[src/rtl/dense_accum_layer.sv]
// Dense (fully connected) stage fed by the flattener. It counts per-pixel
// valid pulses and latches the vector once it is complete. Then it runs one
// MAC per cycle per neuron, and presents ReLU'd, shifted, saturated results
// through a valid/ready handshake.

// Per-neuron MAC lane: signed accumulator plus the output clamp.
module dense_accum_lane #(
  parameter int BitSize  = 2,
  parameter int AccW     = 9,
  parameter int OutShift = 0
) (
  input  logic               clk,
  input  logic               res,
  input  logic               clear,
  input  logic               en,
  input  logic               load,
  input  logic [BitSize-1:0] pix,
  input  logic [BitSize-1:0] wt,
  output logic [BitSize-1:0] out_data
);
  localparam logic signed [AccW-1:0] MaxV = AccW'((1 << BitSize) - 1);

  logic signed [AccW-1:0] acc, acc_next, pix_ext, wt_ext, prod, shifted;
  logic        [BitSize-1:0] sat;

  // Pixel is unsigned and the weight is two's complement. Both are widened
  // to the accumulator width before the multiply, so the product is exact.
  always_comb begin
    pix_ext  = {{(AccW-BitSize){1'b0}}, pix};
    wt_ext   = {{(AccW-BitSize){wt[BitSize-1]}}, wt};
    prod     = pix_ext * wt_ext;
    acc_next = acc + prod;
    shifted  = acc_next >>> OutShift;
    if (shifted[AccW-1])   sat = '0;
    else if (shifted > MaxV) sat = MaxV[BitSize-1:0];
    else                     sat = shifted[BitSize-1:0];
  end

  // Accumulator: cleared at vector capture, advanced every compute cycle.
  always_ff @(posedge clk) begin
    if (res)        acc <= '0;
    else if (clear) acc <= '0;
    else if (en)    acc <= acc_next;
  end

  // Result register: loaded from the final sum on the last compute edge.
  always_ff @(posedge clk) begin
    if (res)       out_data <= '0;
    else if (load) out_data <= sat;
  end
endmodule

module dense_accum_layer #(
  parameter int BitSize      = 2,
  parameter int InputSize    = 9,
  parameter int NumOfNeurons = 4,
  parameter int OutShift     = 0
) (
  input  logic                                               clk,
  input  logic                                               res,
  input  logic                                               in_valid,
  input  logic                                               in_start,
  input  logic [InputSize-1:0][BitSize-1:0]                  in_data,
  input  logic [NumOfNeurons-1:0][InputSize-1:0][BitSize-1:0] in_weights,
  output logic                                               in_ready,
  output logic                                               out_valid,
  input  logic                                               out_ready,
  output logic [NumOfNeurons-1:0][BitSize-1:0]               out_data,
  output logic                                               out_overrun
);
  localparam int AccW = 2*BitSize + $clog2(InputSize) + 1;
  localparam int CntW = $clog2(InputSize + 1);
  localparam int IdxW = (InputSize > 1) ? $clog2(InputSize) : 1;

  typedef enum logic [1:0] {S_COLLECT, S_COMPUTE, S_OUTPUT} state_t;
  state_t state, state_nxt;

  logic [CntW-1:0]                 pix_cnt, cnt_inc;
  logic [IdxW-1:0]                 elem_idx;
  logic [InputSize-1:0][BitSize-1:0] vec;
  logic                            take, capture, last;
  logic                            lane_clear, lane_en, lane_load;

  // A start pulse restarts the count at 1. Capture happens on the pulse
  // that brings the count to InputSize.
  always_comb begin
    take    = (state == S_COLLECT) && in_valid;
    cnt_inc = in_start ? CntW'(1) : pix_cnt + CntW'(1);
    capture = take && (cnt_inc == CntW'(InputSize));
    last    = (state == S_COMPUTE) && (elem_idx == IdxW'(InputSize - 1));
  end

  // State register.
  always_ff @(posedge clk) begin
    if (res) state <= S_COLLECT;
    else     state <= state_nxt;
  end

  // Next-state logic.
  always_comb begin
    state_nxt = state;
    case (state)
      S_COLLECT: if (capture)   state_nxt = S_COMPUTE;
      S_COMPUTE: if (last)      state_nxt = S_OUTPUT;
      S_OUTPUT:  if (out_ready) state_nxt = S_COLLECT;
      default:                  state_nxt = S_COLLECT;
    endcase
  end

  // State-decoded outputs and lane controls.
  always_comb begin
    in_ready   = (state == S_COLLECT);
    out_valid  = (state == S_OUTPUT);
    lane_clear = capture;
    lane_en    = (state == S_COMPUTE);
    lane_load  = last;
  end

  // Pixel counter, captured vector, element index and sticky overrun flag.
  always_ff @(posedge clk) begin
    if (res) begin
      pix_cnt     <= '0;
      vec         <= '0;
      elem_idx    <= '0;
      out_overrun <= 1'b0;
    end else begin
      if (in_valid && state != S_COLLECT) out_overrun <= 1'b1;
      if (capture) begin
        pix_cnt  <= '0;
        vec      <= in_data;
        elem_idx <= '0;
      end else begin
        if (take)    pix_cnt  <= cnt_inc;
        if (lane_en) elem_idx <= elem_idx + IdxW'(1);
      end
    end
  end

  for (genvar g = 0; g < NumOfNeurons; g++) begin : g_lane
    dense_accum_lane #(
      .BitSize (BitSize),
      .AccW    (AccW),
      .OutShift(OutShift)
    ) u_lane (
      .clk     (clk),
      .res     (res),
      .clear   (lane_clear),
      .en      (lane_en),
      .load    (lane_load),
      .pix     (vec[elem_idx]),
      .wt      (in_weights[g][elem_idx]),
      .out_data(out_data[g])
    );
  end
endmodule

[config.mk]
export PLATFORM = sky130hd
export DESIGN_NAME = dense_accum_layer
export DESIGN_NICKNAME = d
export VERILOG_FILES = /design/src/rtl/dense_accum_layer.sv
export SDC_FILE = /design/constraint.sdc
export NUM_CORES = 1
export LEC_CHECK = 0
export BUFFER_PORTS_ARGS = -buffer_cell sky130_fd_sc_hd__clkbuf_2
export CAP_MARGIN = 10
export CORE_MARGIN = 4
export CORE_UTILIZATION = 35
export CTS_CLUSTER_SIZE = 28
export DETAILED_ROUTE_END_ITERATION = 6
export SLEW_MARGIN = 20
export SYNTH_ARGS = -nofsm -noshare
export SYNTH_HDL_FRONTEND = slang
export SYNTH_SLANG_ARGS = --single-unit
export TNS_END_PERCENT = 100
[constraint.sdc]
create_clock -name clk -period 4.8 [get_ports clk]
set_input_delay 0.24 -clock clk [delete_from_list [all_inputs] [get_ports clk]]
set_output_delay 0.24 -clock clk [all_outputs]
set_load 0.02 [all_outputs]
== Word level (Yosys, flattened, before mapping) ==
Index checks and enable logic that the tools add are counted.

* Add/sub/neg operators: 6
* Multipliers: 4
* $lt $le $gt $ge: 5
* Eq/ne operators: 7
* Multiplexer cells: 23
* Reduce and logical (&&, ||, !) cells: 8

{| class="wikitable"
|+ Operator list
! kind !! count
|-
| binary-select mux 2 bit (select 4 bit) || 5
|-
| adder 9 bit || 4
|-
| > comparator 9 x 3 -> 1 bit, second input constant || 4
|-
| 2-to-1 mux 2 bit || 16
|-
| multiplier 3 x 2 -> 5 bit || 4
|-
| adder 4 x 1 -> 4 bit, second input constant || 2
|-
| equality test 4 bit, second input constant || 2
|-
| case mux 2 bit (3 select lines) || 1
|-
| less-than comparator 4 x 5 -> 1 bit, second input constant || 1
|-
| logical AND 1 bit || 4
|-
| 2-to-1 mux 4 bit || 1
|-
| inequality test 2 x 1 -> 1 bit, second input constant || 2
|-
| AND reduction 3 bit || 1
|-
| equality test 2 x 1 -> 1 bit, second input constant || 1
|-
| equality test 2 bit, second input constant || 1
|-
| logical NOT 2 bit || 1
|-
| inequality test 2 bit, second input constant || 1
|-
| nonzero test 2 bit || 1
|-
| OR reduction 2 bit || 1
|}

* Register bits after elaboration: 73
* Input port bits: 95
* Output and inout port bits: 11
* Word-level logic and storage cells: 74

== Longest topological paths before layout ==
* Depth in word-level cells: 7
* Depth in mapped cells: 20
* Gate-level depth less buffers: 18

== Cells and area by module ==
Synthesis repeated with hierarchy kept, for this count alone.

* Cell total of the unflattened synthesis: 660
* Area, all modules: 6115.9 µm²

{| class="wikitable"
|+ Modules (own cells, without submodules)
! module !! times used !! cells an instance !! area each (µm²) !! sequential area each (µm²)
|-
| dense_accum_lane at g_lane[0].u_lane ... || 3 || 109 || 998.5 || 220.2
|-
| dense_accum_layer || 1 || 224 || 2133.3 || 580.6
|-
| dense_accum_lane at g_lane[1].u_lane || 1 || 109 || 987.2 || 220.2
|}

== Least setup slack after synthesis ==
No wires, ideal clock.

* Path kind: register to register
* From: register elem_idx[0]
* To: register g_lane[2].u_lane.out_data[0]
* Setup time: 0.138 ns
* Data arrival time: 4.304 ns
* Setup slack: 0.358 ns
* Cell stages (with the launch flop): 19
* Period minus slack after synthesis: 4.442 ns
* Cell sequence: dfxtp_1 buf_2 buf_2 nor4b_2 nand2_1 o21ai_1 nand2_1 fa_1 inv_1 ha_1 inv_1 ha_1 ha_1 nand2_1 o31ai_1 xor2_1 or4_1 nor4_2 a221oi_1

* Cells in the longest elaborated chain, start to end: 7
* Elaborated cells between the ends (all ways): 11
* Those cells by class: add/sub: 1; mul: 1; order compare: 1; eq/ne: 1; mux: 6; reduce/logical: 1

{| class="wikitable"
|+ Ends and longest elaborated chain
! element !! RTL line !! source
|-
| start, declared || 79 || <nowiki>logic [IdxW-1:0] elem_idx;</nowiki>
|-
| start signal, assigned || 134 || <nowiki>if (lane_en) elem_idx <= elem_idx + IdxW'(1);</nowiki>
|-
| binary-select mux 2 bit (select 4 bit) (on tied branches) || 150, 151 ||
|-
| 2-to-1 mux 2 bit (on tied branches) || 150, 151 ||
|-
| multiplier 3 x 2 -> 5 bit || 31 || <nowiki>prod = pix_ext * wt_ext;</nowiki>
|-
| adder 9 bit || 32 || <nowiki>acc_next = acc + prod;</nowiki>
|-
| > comparator 9 x 3 -> 1 bit || 35 || <nowiki>else if (shifted > MaxV) sat = MaxV[BitSize-1:0];</nowiki>
|-
| 2-to-1 mux 2 bit || 35 ||
|-
| 2-to-1 mux 2 bit || 34 || <nowiki>if (shifted[AccW-1]) sat = '0;</nowiki>
|-
| end signal, assigned || 49 || <nowiki>else if (load) out_data <= sat;</nowiki>
|-
| end, declared || 19 || <nowiki>output logic [BitSize-1:0] out_data</nowiki>
|}

Parallel ways exist; a longest one is shown, timed or not. The select of a mux whose other input is x is not followed.
A chain may end at the register's enable or synchronous reset.

== Worst setup path after layout ==
* From: register elem_idx[0]
* To: register g_lane[0].u_lane.out_data[0]

* Cells in the longest elaborated chain, start to end: 7
* Elaborated cells between the ends (all ways): 11
* Those cells by class: add/sub: 1; mul: 1; order compare: 1; eq/ne: 1; mux: 6; reduce/logical: 1

{| class="wikitable"
|+ Ends and longest elaborated chain
! element !! RTL line
|-
| binary-select mux 2 bit (select 4 bit) (on tied branches) || 150, 151
|-
| 2-to-1 mux 2 bit (on tied branches) || 150, 151
|-
| multiplier 3 x 2 -> 5 bit || 31
|-
| adder 9 bit || 32
|-
| > comparator 9 x 3 -> 1 bit || 35
|-
| 2-to-1 mux 2 bit || 35
|-
| 2-to-1 mux 2 bit || 34
|-
| end signal, assigned || 49
|-
| end, declared || 19
|}

Parallel ways exist; a longest one is shown, timed or not. The select of a mux whose other input is x is not followed.

==> flow_metrics.py <==
metrics = {
    "status": {
        "status": "finished, final reports clean",
    },
    "floorplanning": {
        "die_h_um": 132,
        "dieArea_mm2": 0.0175,
        "die_w_um": 132,
        "num_io_pins": 106,
        "initial_core_util": 0.357,
        "core_area_mm2": 0.0151,
        "rows": 45,
    },
    "layout": {
        "layout_commonest_cell": "nand2_1",
        "final_cell_mix": "130 x nand2_1, 105 x clkbuf_2, 72 x dfxtp_1, 68 x a21oi_1, 45 x ha_1",
        "diodes": 0,
        "instances_no_fill": 946,
        "area_growth_syn_to_layout_pct": 20.3,
        "drive_above_1_share": 0.234,
        "final_nets": 901,
        "final.fill_count": 1530,
    },
    "timing": {
        "fin_crit_sh": 0.922,
        "setup_viol": 0,
        "maxSlewHeadroom": 0.357,
        "finalCriticalPeriod_ns": 4.43,
        "fmax_mhz": 226,
        "finalSetupTns_ns": 0,
        "worst_pin_slew_ns": 0.960,
        "hold_viol_final": 0,
        "clock_skew_ns": 0.0118,
        "slew_viol_final": 0,
        "rsz0062_at_grt": "no",
    },
    "clock_tree": {
        "clk_pin_slew_ns": 0.07,
        "ctsHtreeMaxLevel": 3,
        "clockRootBuffer": "clkbuf_16",
        "insertion_delay_ns": 0.35,
        "cts_setup_buffers": 0,
        "cts_buffers": 9,
        "cts_tree": "built",
        "clock_sinks": 73,
        "clockBufferDepth": 2,
    },
    "route": {
        "vias_per_cell": 5.18,
        "vias": 4898,
        "drc": 0,
        "routed_wl_um": 14700,
        "drt_iter0_drc": 307,
        "post_drt_wl_per_cell_um": 15.6,
        "first_pass_iters": 4,
        "ant_nets": 0,
    },
    "logic_synthesis": {
        "synth_area_leader_cell": "dfxtp_1",
        "synth_cell_types": 67,
        "synth_edf_count": 0,
        "yosysSeqAreaShare": 0.271,
        "syn_nets": 796,
        "synthFlopType": "dfxtp_1",
        "yosys_warnings": 0,
        "synth_area_leaders": "dfxtp_1 27%, ha_1 10%, nand2_1 9.0%",
        "avgSynthCellArea_um2": 8.33,
        "synth_seq_cells": 73,
        "syn_area_mm2": 0.00540,
        "synthArstFlopShare": 0,
        "syn_inst": 648,
        "synth_top_area_share": 0.271,
    },
    "critical_path": {
        "start_kind": "flip-flop",
        "arrival_ns": 4.66,
        "rrSetupSlack_ns": 0.37,
        "critPathLaunch": "elem_idx[0]",
        "reg2reg_to": "g_lane[0].u_lane.out_data[0]",
        "crit_type": "flip-flop to flip-flop",
        "cp-end-kind": "flip-flop",
        "reg2regPathDepth": 17,
        "cp.required_ns": 5.03,
        "crit_path_end": "g_lane[0].u_lane.out_data[0]",
        "cp_max_fo": 8,
        "r2r-start": "elem_idx[0]",
    },
    "placement": {
        "gp_congestion": 0.860,
        "dp.cells": 930,
        "port_buffers": 105,
        "dp_hpwl_um": 11400,
    },
    "global_routing": {
        "grt_pass1_wl_um": 24200,
        "antenna_found_initial": 0,
        "grt-ovfl-total": 0,
        "grt_max_degree": 35,
        "grtUsageTotal": 0.171,
        "grt_pass1_vias": 4825,
    },
    "min_path": {
        "hold_path_class": "primary input to flip-flop",
    },
    "job": {
        "cap_violations": 0,
    },
    "pwr": {
        "leakage_uw": 0.00267,
        "ir_drop_uv": 187,
        "power_density_mw_per_mm2": 233,
    },
}
[power breakdown]
part | total [uW] | internal, uW | leakage, uW | switching (uW)
clock | 708 | 412 | 0.000145 | 296
combinational | 198 | 91.9 | 0.00194 | 106
sequential | 608 | 606 | 0.000589 | 1.37
total | 1510 | 1110 | 0.00267 | 404
[synth_stat cells, drive strengths merged (12+ instances only)]
library cell / instances
xor2: 13
dfxtp: 73
a21oi: 69
clkbuf: 17
nand2: 130
nor2: 42
o21ai: 22
inv: 40
ha: 45
a211oi: 16
xnor2: 13
buf: 12
mux4: 20
[flip-flops by register name, indices dropped and copies added, names as in the netlist]
register,flops
pix_cnt,4
state,2
g_lane.u_lane.out_data,8
vec,18
g_lane.u_lane.acc,36
elem_idx,4
out_overrun,1
[kinds of logic after synthesis]
| logic type | Yosys count | synth area share |
|---|---|---|
| muxes | 31 | 0.104 |
| DFF | 73 | 0.271 |
| adders and majority gates | 53 | 0.134 |
| xor gates and xnor gates | 26 | 0.0422 |
| AOI/OAI and AO/OA | 157 | 0.193 |
| and+or+nand+nor | 239 | 0.206 |
| buffers and inverters | 69 | 0.0503 |
[worst max-delay path, cell delays in order (launching register included)]
cell,delay [ns]
dfxtp_2,0.45
mux4_2,0.53
mux2i_1,0.22
o21a_1,0.27
nand2_1,0.11
fa_1,0.38
inv_1,0.06
ha_1,0.13
inv_1,0.04
ha_1,0.26
inv_1,0.04
ha_1,0.35
nand2_1,0.12
a211oi_1,0.07
or4_4,0.56
a2111oi_4,0.37
nor4b_2,0.26
o31ai_1,0.09
[worst min-delay path by stage]
stage	start	endpoint	cells after the start
floorplan	in_data[0]	vec[0]	2
global placement	vec[16]	vec[16]	2
detailed placement	vec[6]	vec[6]	2
CTS	in_data[2]	vec[2]	3
global route	in_data[11]	vec[11]	3
finish	in_data[12]	vec[12]	3
[metal layers]
metal,global-route usage,wire (um),part of all wire,vias to the layer above
met5,0,0,0,-
met4,0.0398,122,0.0083,0
met3,0.0447,842,0.057,9
met2,0.285,6950,0.47,114
met1,0.222,6790,0.46,2258
li1,-,-,-,2517
[stage by stage]
step                instance area (um^2)  worst slack [ns]  hold slack, ns  total power [uW]   util
floorplan                           5400             0.358           0.380               747      -
global placement                    6180             0.240           0.440               821  0.408
detailed placement                  6180             0.207           0.445               820  0.408
CTS                                 6480             0.180           0.104              1530  0.428
global route                        6490           0.00686           0.122              1580  0.429
finish                              6490             0.372           0.113              1510  0.429
[layout make-up]
class	instances	area, um^2	area share
Clock buffer	9	225	0.0347
Inverter	40	150	0.0231
Sequential cell	73	1460	0.225
Timing Repair Buffer	123	664	0.102
Multi-Input combinational cell	506	3670	0.566
Clock inverter	7	82.6	0.0127
Tap cell	188	235	0.0362
[timing repair]
| action | in CTS | in global routing |
|---|---|---|
| hold buffers | 0 | 0 |
| gates resized for setup | 0 | 3 |
| setup endpoints to repair | 0 | 8 |
(Power assumes the default switching activity.)
